<file path="src/rtl/food_placer_pkg.sv">
// ---------------------------------------------------------------------------
// food_placer_pkg
//   Shared definitions for the food placement logic:
//   - coordinate widths of the VGA playfield (x: 10 bits, y: 9 bits)
//   - default cell size, playfield bounds and reset/fallback position
//   - retry budget and FSM state encoding
// ---------------------------------------------------------------------------
package food_placer_pkg;

    localparam int X_W     = 10;
    localparam int Y_W     = 9;
    localparam int TRIES_W = 4;

    localparam int DEF_CELL_LOG2 = 3;
    localparam int DEF_X_MIN     = 16;
    localparam int DEF_X_MAX     = 616;
    localparam int DEF_Y_MIN     = 16;
    localparam int DEF_Y_MAX     = 456;
    localparam int DEF_MAX_TRIES = 15;
    localparam int DEF_INIT_X    = 320;
    localparam int DEF_INIT_Y    = 240;

    typedef enum logic [2:0] {
        ST_IDLE   = 3'd0,
        ST_SAMPLE = 3'd1,
        ST_CHECK  = 3'd2,
        ST_QUERY  = 3'd3,
        ST_WAIT   = 3'd4,
        ST_COMMIT = 3'd5
    } state_e;

endpackage : food_placer_pkg

</file>
<file path="src/rtl/food_placer.sv">
// ---------------------------------------------------------------------------
// food_placer
//   Places one food item on request. Samples the free-running random
//   coordinates, snaps them to the cell grid, bounds-checks them, asks the
//   snake-body checker whether the cell is free and retries until a free
//   cell is found or the try budget runs out (then falls back to INIT_X/Y).
//
// Ports
//   clk         in   system clock
//   rst         in   asynchronous active-low reset
//   place_req   in   1-cycle request pulse (game start / food eaten)
//   rand_x      in   [9:0] random x, changes every cycle
//   rand_y      in   [8:0] random y
//   qry_valid   out  1-cycle query strobe to the body checker
//   qry_x       out  [9:0] queried cell x, stable until qry_done
//   qry_y       out  [8:0] queried cell y, stable until qry_done
//   qry_done    in   checker finished
//   qry_hit     in   cell occupied (meaningful only with qry_done)
//   food_x      out  [9:0] current food x
//   food_y      out  [8:0] current food y
//   food_valid  out  food position valid
//   busy        out  placement in progress
//   place_done  out  1-cycle pulse when food_x/food_y update
//   place_fail  out  sticky fallback flag, cleared by the next placement
// ---------------------------------------------------------------------------
module food_placer
    import food_placer_pkg::*;
#(
    parameter int CELL_LOG2 = DEF_CELL_LOG2,
    parameter int X_MIN     = DEF_X_MIN,
    parameter int X_MAX     = DEF_X_MAX,
    parameter int Y_MIN     = DEF_Y_MIN,
    parameter int Y_MAX     = DEF_Y_MAX,
    parameter int MAX_TRIES = DEF_MAX_TRIES,
    parameter int INIT_X    = DEF_INIT_X,
    parameter int INIT_Y    = DEF_INIT_Y
) (
    input  logic           clk,
    input  logic           rst,
    input  logic           place_req,
    input  logic [X_W-1:0] rand_x,
    input  logic [Y_W-1:0] rand_y,
    output logic           qry_valid,
    output logic [X_W-1:0] qry_x,
    output logic [Y_W-1:0] qry_y,
    input  logic           qry_done,
    input  logic           qry_hit,
    output logic [X_W-1:0] food_x,
    output logic [Y_W-1:0] food_y,
    output logic           food_valid,
    output logic           busy,
    output logic           place_done,
    output logic           place_fail
);

    // Sized constants so every comparison is done unsigned at the port width.
    localparam logic [X_W-1:0]     X_MASK     = ~X_W'((1 << CELL_LOG2) - 1);
    localparam logic [Y_W-1:0]     Y_MASK     = ~Y_W'((1 << CELL_LOG2) - 1);
    localparam logic [X_W-1:0]     X_LO       = X_W'(X_MIN);
    localparam logic [X_W-1:0]     X_HI       = X_W'(X_MAX);
    localparam logic [Y_W-1:0]     Y_LO       = Y_W'(Y_MIN);
    localparam logic [Y_W-1:0]     Y_HI       = Y_W'(Y_MAX);
    localparam logic [X_W-1:0]     FALLBACK_X = X_W'(INIT_X);
    localparam logic [Y_W-1:0]     FALLBACK_Y = Y_W'(INIT_Y);
    localparam logic [TRIES_W-1:0] TRIES_LAST = TRIES_W'(MAX_TRIES);

    state_e               state_q;
    logic [X_W-1:0]       sx_q;
    logic [Y_W-1:0]       sy_q;
    logic [TRIES_W-1:0]   tries_q;
    logic                 pending_q;
    logic                 qry_valid_q;
    logic [X_W-1:0]       qry_x_q;
    logic [Y_W-1:0]       qry_y_q;
    logic [X_W-1:0]       food_x_q;
    logic [Y_W-1:0]       food_y_q;
    logic                 food_valid_q;
    logic                 busy_q;
    logic                 place_done_q;
    logic                 place_fail_q;

    // Snapping only clears low bits, so it can never overflow.
    logic [X_W-1:0] sx_d;
    logic [Y_W-1:0] sy_d;
    logic           in_bounds;
    logic           out_of_tries;

    always_comb begin
        sx_d         = rand_x & X_MASK;
        sy_d         = rand_y & Y_MASK;
        in_bounds    = (sx_q >= X_LO) && (sx_q <= X_HI) &&
                       (sy_q >= Y_LO) && (sy_q <= Y_HI);
        out_of_tries = (tries_q == TRIES_LAST);
    end

    always_ff @(posedge clk or negedge rst) begin
        if (!rst) begin
            state_q      <= ST_IDLE;
            sx_q         <= '0;
            sy_q         <= '0;
            tries_q      <= '0;
            pending_q    <= 1'b0;
            qry_valid_q  <= 1'b0;
            qry_x_q      <= '0;
            qry_y_q      <= '0;
            food_x_q     <= FALLBACK_X;
            food_y_q     <= FALLBACK_Y;
            food_valid_q <= 1'b0;
            busy_q       <= 1'b0;
            place_done_q <= 1'b0;
            place_fail_q <= 1'b0;
        end else begin
            qry_valid_q  <= 1'b0;
            place_done_q <= 1'b0;

            // A request arriving mid-placement is remembered (depth 1).
            // COMMIT consumes place_req directly, so it is excluded here.
            if (place_req && (state_q != ST_IDLE) && (state_q != ST_COMMIT)) begin
                pending_q <= 1'b1;
            end

            case (state_q)
                ST_IDLE: begin
                    if (place_req) begin
                        state_q      <= ST_SAMPLE;
                        tries_q      <= '0;
                        place_fail_q <= 1'b0;
                        food_valid_q <= 1'b0;
                        busy_q       <= 1'b1;
                    end
                end

                ST_SAMPLE: begin
                    sx_q    <= sx_d;
                    sy_q    <= sy_d;
                    tries_q <= tries_q + 1'b1;
                    state_q <= ST_CHECK;
                end

                ST_CHECK: begin
                    if (in_bounds) begin
                        qry_valid_q <= 1'b1;
                        qry_x_q     <= sx_q;
                        qry_y_q     <= sy_q;
                        state_q     <= ST_QUERY;
                    end else if (out_of_tries) begin
                        food_x_q     <= FALLBACK_X;
                        food_y_q     <= FALLBACK_Y;
                        food_valid_q <= 1'b1;
                        place_done_q <= 1'b1;
                        place_fail_q <= 1'b1;
                        state_q      <= ST_COMMIT;
                    end else begin
                        state_q <= ST_SAMPLE;
                    end
                end

                ST_QUERY: begin
                    state_q <= ST_WAIT;
                end

                ST_WAIT: begin
                    // qry_hit is only meaningful alongside qry_done.
                    if (qry_done) begin
                        if (!qry_hit) begin
                            food_x_q     <= sx_q;
                            food_y_q     <= sy_q;
                            food_valid_q <= 1'b1;
                            place_done_q <= 1'b1;
                            state_q      <= ST_COMMIT;
                        end else if (out_of_tries) begin
                            food_x_q     <= FALLBACK_X;
                            food_y_q     <= FALLBACK_Y;
                            food_valid_q <= 1'b1;
                            place_done_q <= 1'b1;
                            place_fail_q <= 1'b1;
                            state_q      <= ST_COMMIT;
                        end else begin
                            state_q <= ST_SAMPLE;
                        end
                    end
                end

                ST_COMMIT: begin
                    // Chain straight into the next placement if one is waiting.
                    if (pending_q || place_req) begin
                        pending_q    <= 1'b0;
                        state_q      <= ST_SAMPLE;
                        tries_q      <= '0;
                        place_fail_q <= 1'b0;
                        food_valid_q <= 1'b0;
                        busy_q       <= 1'b1;
                    end else begin
                        state_q <= ST_IDLE;
                        busy_q  <= 1'b0;
                    end
                end

                default: begin
                    state_q <= ST_IDLE;
                    busy_q  <= 1'b0;
                end
            endcase
        end
    end

    assign qry_valid  = qry_valid_q;
    assign qry_x      = qry_x_q;
    assign qry_y      = qry_y_q;
    assign food_x     = food_x_q;
    assign food_y     = food_y_q;
    assign food_valid = food_valid_q;
    assign busy       = busy_q;
    assign place_done = place_done_q;
    assign place_fail = place_fail_q;

endmodule : food_placer

</file>
<file path="config.mk">
export PLATFORM = sky130hd
export DESIGN_NAME = food_placer
export DESIGN_NICKNAME = d
export VERILOG_FILES = /design/src/rtl/food_placer_pkg.sv /design/src/rtl/food_placer.sv
export SDC_FILE = /design/constraint.sdc
export NUM_CORES = 1
export LEC_CHECK = 0
export CORE_MARGIN = 1.5
export CORE_UTILIZATION = 30
export CTS_BUF_LIST = sky130_fd_sc_hd__clkbuf_8
export DETAILED_ROUTE_END_ITERATION = 7
export HOLD_SLACK_MARGIN = 0.02
export PLACE_DENSITY = 0.6
export SETUP_SLACK_MARGIN = 0.15
export SLEW_MARGIN = 5
export SYNTH_ARGS = -nofsm -noshare
export SYNTH_HDL_FRONTEND = slang
export SYNTH_SLANG_ARGS = --single-unit
</file>
<file path="constraint.sdc">
create_clock -name clk -period 2.42 [get_ports clk]
set_input_delay 0.484 -clock clk [delete_from_list [all_inputs] [get_ports clk]]
set_output_delay 0.484 -clock clk [all_outputs]
set_load 0.03 [all_outputs]
</file>
==> results.md <==
- Inserted Diodes: 0
- Commonest cells in the netlist: 52 x dfrtp_1, 15 x mux2_2, 14 x nand2_1, 14 x nor2_1, 13 x o21ai_0
- Hold Vio Cnt, Final: 0
- Vias post-DR: 1823
- Post-CTS Setup Inserts: 0
- Initial antenna violation count: 0
- Largest net degree at the start of global routing: 33
- Worst Reg2Reg Path Length in Cells: 4
- Remaining DRCs: 0
- Cts bufs inserted: 9
- Layout cells sized above 1: 20.4%
- Final wirelength: 5580 um
- Clock transition at the registers of the reported paths: 0.07 ns
- YS warnings: 0
- Synth Area in Simple Gates: 10.0%
- Worst-path fanout max: 22
- Mapped Cells: 212
- GRT Util Overall: 13.5%
- Cells along the critical path: or4_1, o21a_1, nand3_4, mux2_2
- PortBufs: 54
- RSZ-0062 raised after global routing: false
- Slowest stage delay, CP: 0.53 ns
- DR WL/cell: 14.7 um
- Status: finished clean
- Initial core utilization: 31.3%
- Worst slew margin: 48.6%
- Vias in the first global route: 1749
- Yosys top cell by area: dfrtp_1
- LEAKAGE: 1.50 nW
- Worst path slowest cell: or4_1
- Power Dens Cells: 1250 nW/um2
- Nature of the critical path endpoint: register
- Worst slew pin tran: 0.771 ns
- FF-to-FF Start: sy_q[7]
- Clk sinks: 58
- Mapped Area: 2590 um2
- Final Max Slew Viols: 0
- Post-synthesis register bit count: 58
- Clock latency at the later pin of the worst-skew pair: 0.33 ns
- Iter 0 DRT Violations: 78
- Top-area cell type share of the netlist area: 50.2%
- Top FF cell, synth: dfrtp_1
- RePlAce Congestion: 0.745
- CTS root buffer: clkbuf_8
- Post-synthesis mux area share: 12.9%
- CTS tree: yes
- Crit Path Class: register to register
- FMAX: 488 MHz
- Grt ovf: 0
- Final Critical Period: 2.05 ns
- Largest family of logic cells by synthesized area: compound AO/OA/AOI/OAI gates
- Sequential-to-total area share from yosys stat: 56.2%
- IO Pins: 67
- Htree depth: 3
- Startpoint Class: register
- Pre-antenna DRT Iters: 4
- Layout area overhead: 31.5%
- Clock buffer depth: 2
- Num rows: 33
- # setup viols final: 0
- Number of synthesized flops with an enable pin: 0
- Synth Area in XOR/XNOR: 0%
- Final period util: 84.7%
- Synth Area in Compound Gates: 15.5%
- Die width: 96.0 um
- Die extent in y: 96.0 um
- Hold WC Path Type: primary input to async pin
- # resized after CTS: 0
- Count leader, synth: dfrtp_1
- Max Cap Viol: 0
- Clock skew: 0.00901 ns
- Die ar.: 9210 um2
- FF/Latch Area: 1460 um2
- Peak supply drop: 0.000358 V
- Top post-synthesis cells by area: dfrtp_1 50%, mux2_2 6.5%, mux2_4 6.4%
- Post-Synth Adder-Cell Area: 0.482%
- Final Total Pwr: 4.25 mW
- Syn avg cell area: 12.2 um2
- Vias/cell: 4.80
- Flop-to-flop setup slack: 0.37 ns
- Layout Nets: 295
- HPWL Detailed: 3840 um
- Fill cells: 805
- ANT nets after route: 0
- Synth async-reset ratio: 100%
- Critical path required time: 2.63 ns
- Multi-input logic area: 1030 um2
- Cts hold-fix bufs: 0
- RR Endpoint: qry_x[9]
- Post-synth cell types: 50
- First-pass GRT wire length: 9270 um
- Fin Setup TNS: 0 ns
- Worst endpoint data arrival time: 2.26 ns
- Core area: 8300 um2
[critical path, delay by kind of cell, from the launching register on]
family / cells / cell delay [ns]
and+or+nand+nor: 2 / 0.86
muxes: 1 / 0.38
AOI/OAI and AO/OA: 1 / 0.25
DFF: 1 / 0.42
[sequential cells by signal, indices dropped and copies added, names as in the netlist]
name        flops
busy            1
food_valid      1
food_x         10
food_y          9
pending_q       1
place_done      1
place_fail      1
qry_valid       1
qry_x           7
qry_y           6
state_q         3
sx_q            7
sy_q            6
tries_q         4
[layer usage]
layer | wire length (um) | vias to the layer above | global-route usage, %
met5 | 0 | - | 0
met4 | 78 | 0 | 6.00
met3 | 298 | 7 | 3.95
met2 | 2390 | 50 | 18.7
met1 | 2810 | 887 | 19.2
li1 | - | 879 | -
[how the worst max path moves through the flow]
stage,from,to,depth (start not counted)
final,sy_q[7],qry_x[9],4
after CTS,food_x[8],food_x[8],1
after detailed placement,place_req,food_x[2],5
after floorplan,sy_q[7],qry_x[3],5
after global routing,sy_q[7],qry_x[9],4
after global placement,place_req,food_y[1],5
[layout by cell type (no fill, tap or decap), types with 3 or more instances in the layout]
| master | instances |
|---|---|
| conb_1 | 6 |
| clkbuf_8 | 11 |
| dfstp_2 | 6 |
| buf_4 | 3 |
| a21boi_0 | 6 |
| dfrtp_1 | 52 |
| inv_1 | 5 |
| clkdlybuf4s50_1 | 53 |
| nor2_1 | 14 |
| a21oi_1 | 8 |
| o22ai_1 | 6 |
| mux2_2 | 15 |
| mux2_4 | 11 |
| nand2_1 | 14 |
| a22oi_1 | 7 |
| o21ai_0 | 13 |
| nor3_1 | 3 |
[power by group]
group	switching, mW	leakage (nW)	internal [mW]
clock	0.359	0.112	0.520
combinational	0.830	0.709	0.865
sequential	0.365	0.681	1.31
total	1.55	1.50	2.69
[layout make-up]
class	count	share of cell area (%)
Clock inverter	5	1.39
Clock buffer	11	4.44
Tap cell	105	3.85
Multi-Input combinational cell	140	30.3
Sequential cell	58	42.8
Inverter	3	0.330
Timing Repair Buffer	58	16.9
[logic make-up (layout without fill, tap and decap cells)]
logic type                 Yosys count  in the layout
adders and majority gates            1              1
DFF                                 58             58
and+or+nand+nor                     49             49
buffers and inverters               19             77
muxes                               26             26
other                                1              6
AOI/OAI and AO/OA                   58             58
[through the flow]
| stage | utilization, % | hold slack [ns] | instances | setup slack, ns | instance area, um2 |
|---|---|---|---|---|---|
| 2_1_floorplan | - | 0.188 | 217 | 0.610 | 2610 |
| 3_3_place_gp | 38.7 | 0.493 | 364 | 0.197 | 3210 |
| 3_5_place_dp | 38.7 | 0.484 | 364 | 0.142 | 3210 |
| 4_1_cts | 41.1 | 0.239 | 380 | 0.356 | 3410 |
| 5_1_grt | 41.1 | 0.275 | 380 | 0.291 | 3410 |
| 6_report | 41.1 | 0.228 | 380 | 0.371 | 3410 |
Note: power is estimated with default switching activity, not from simulation.
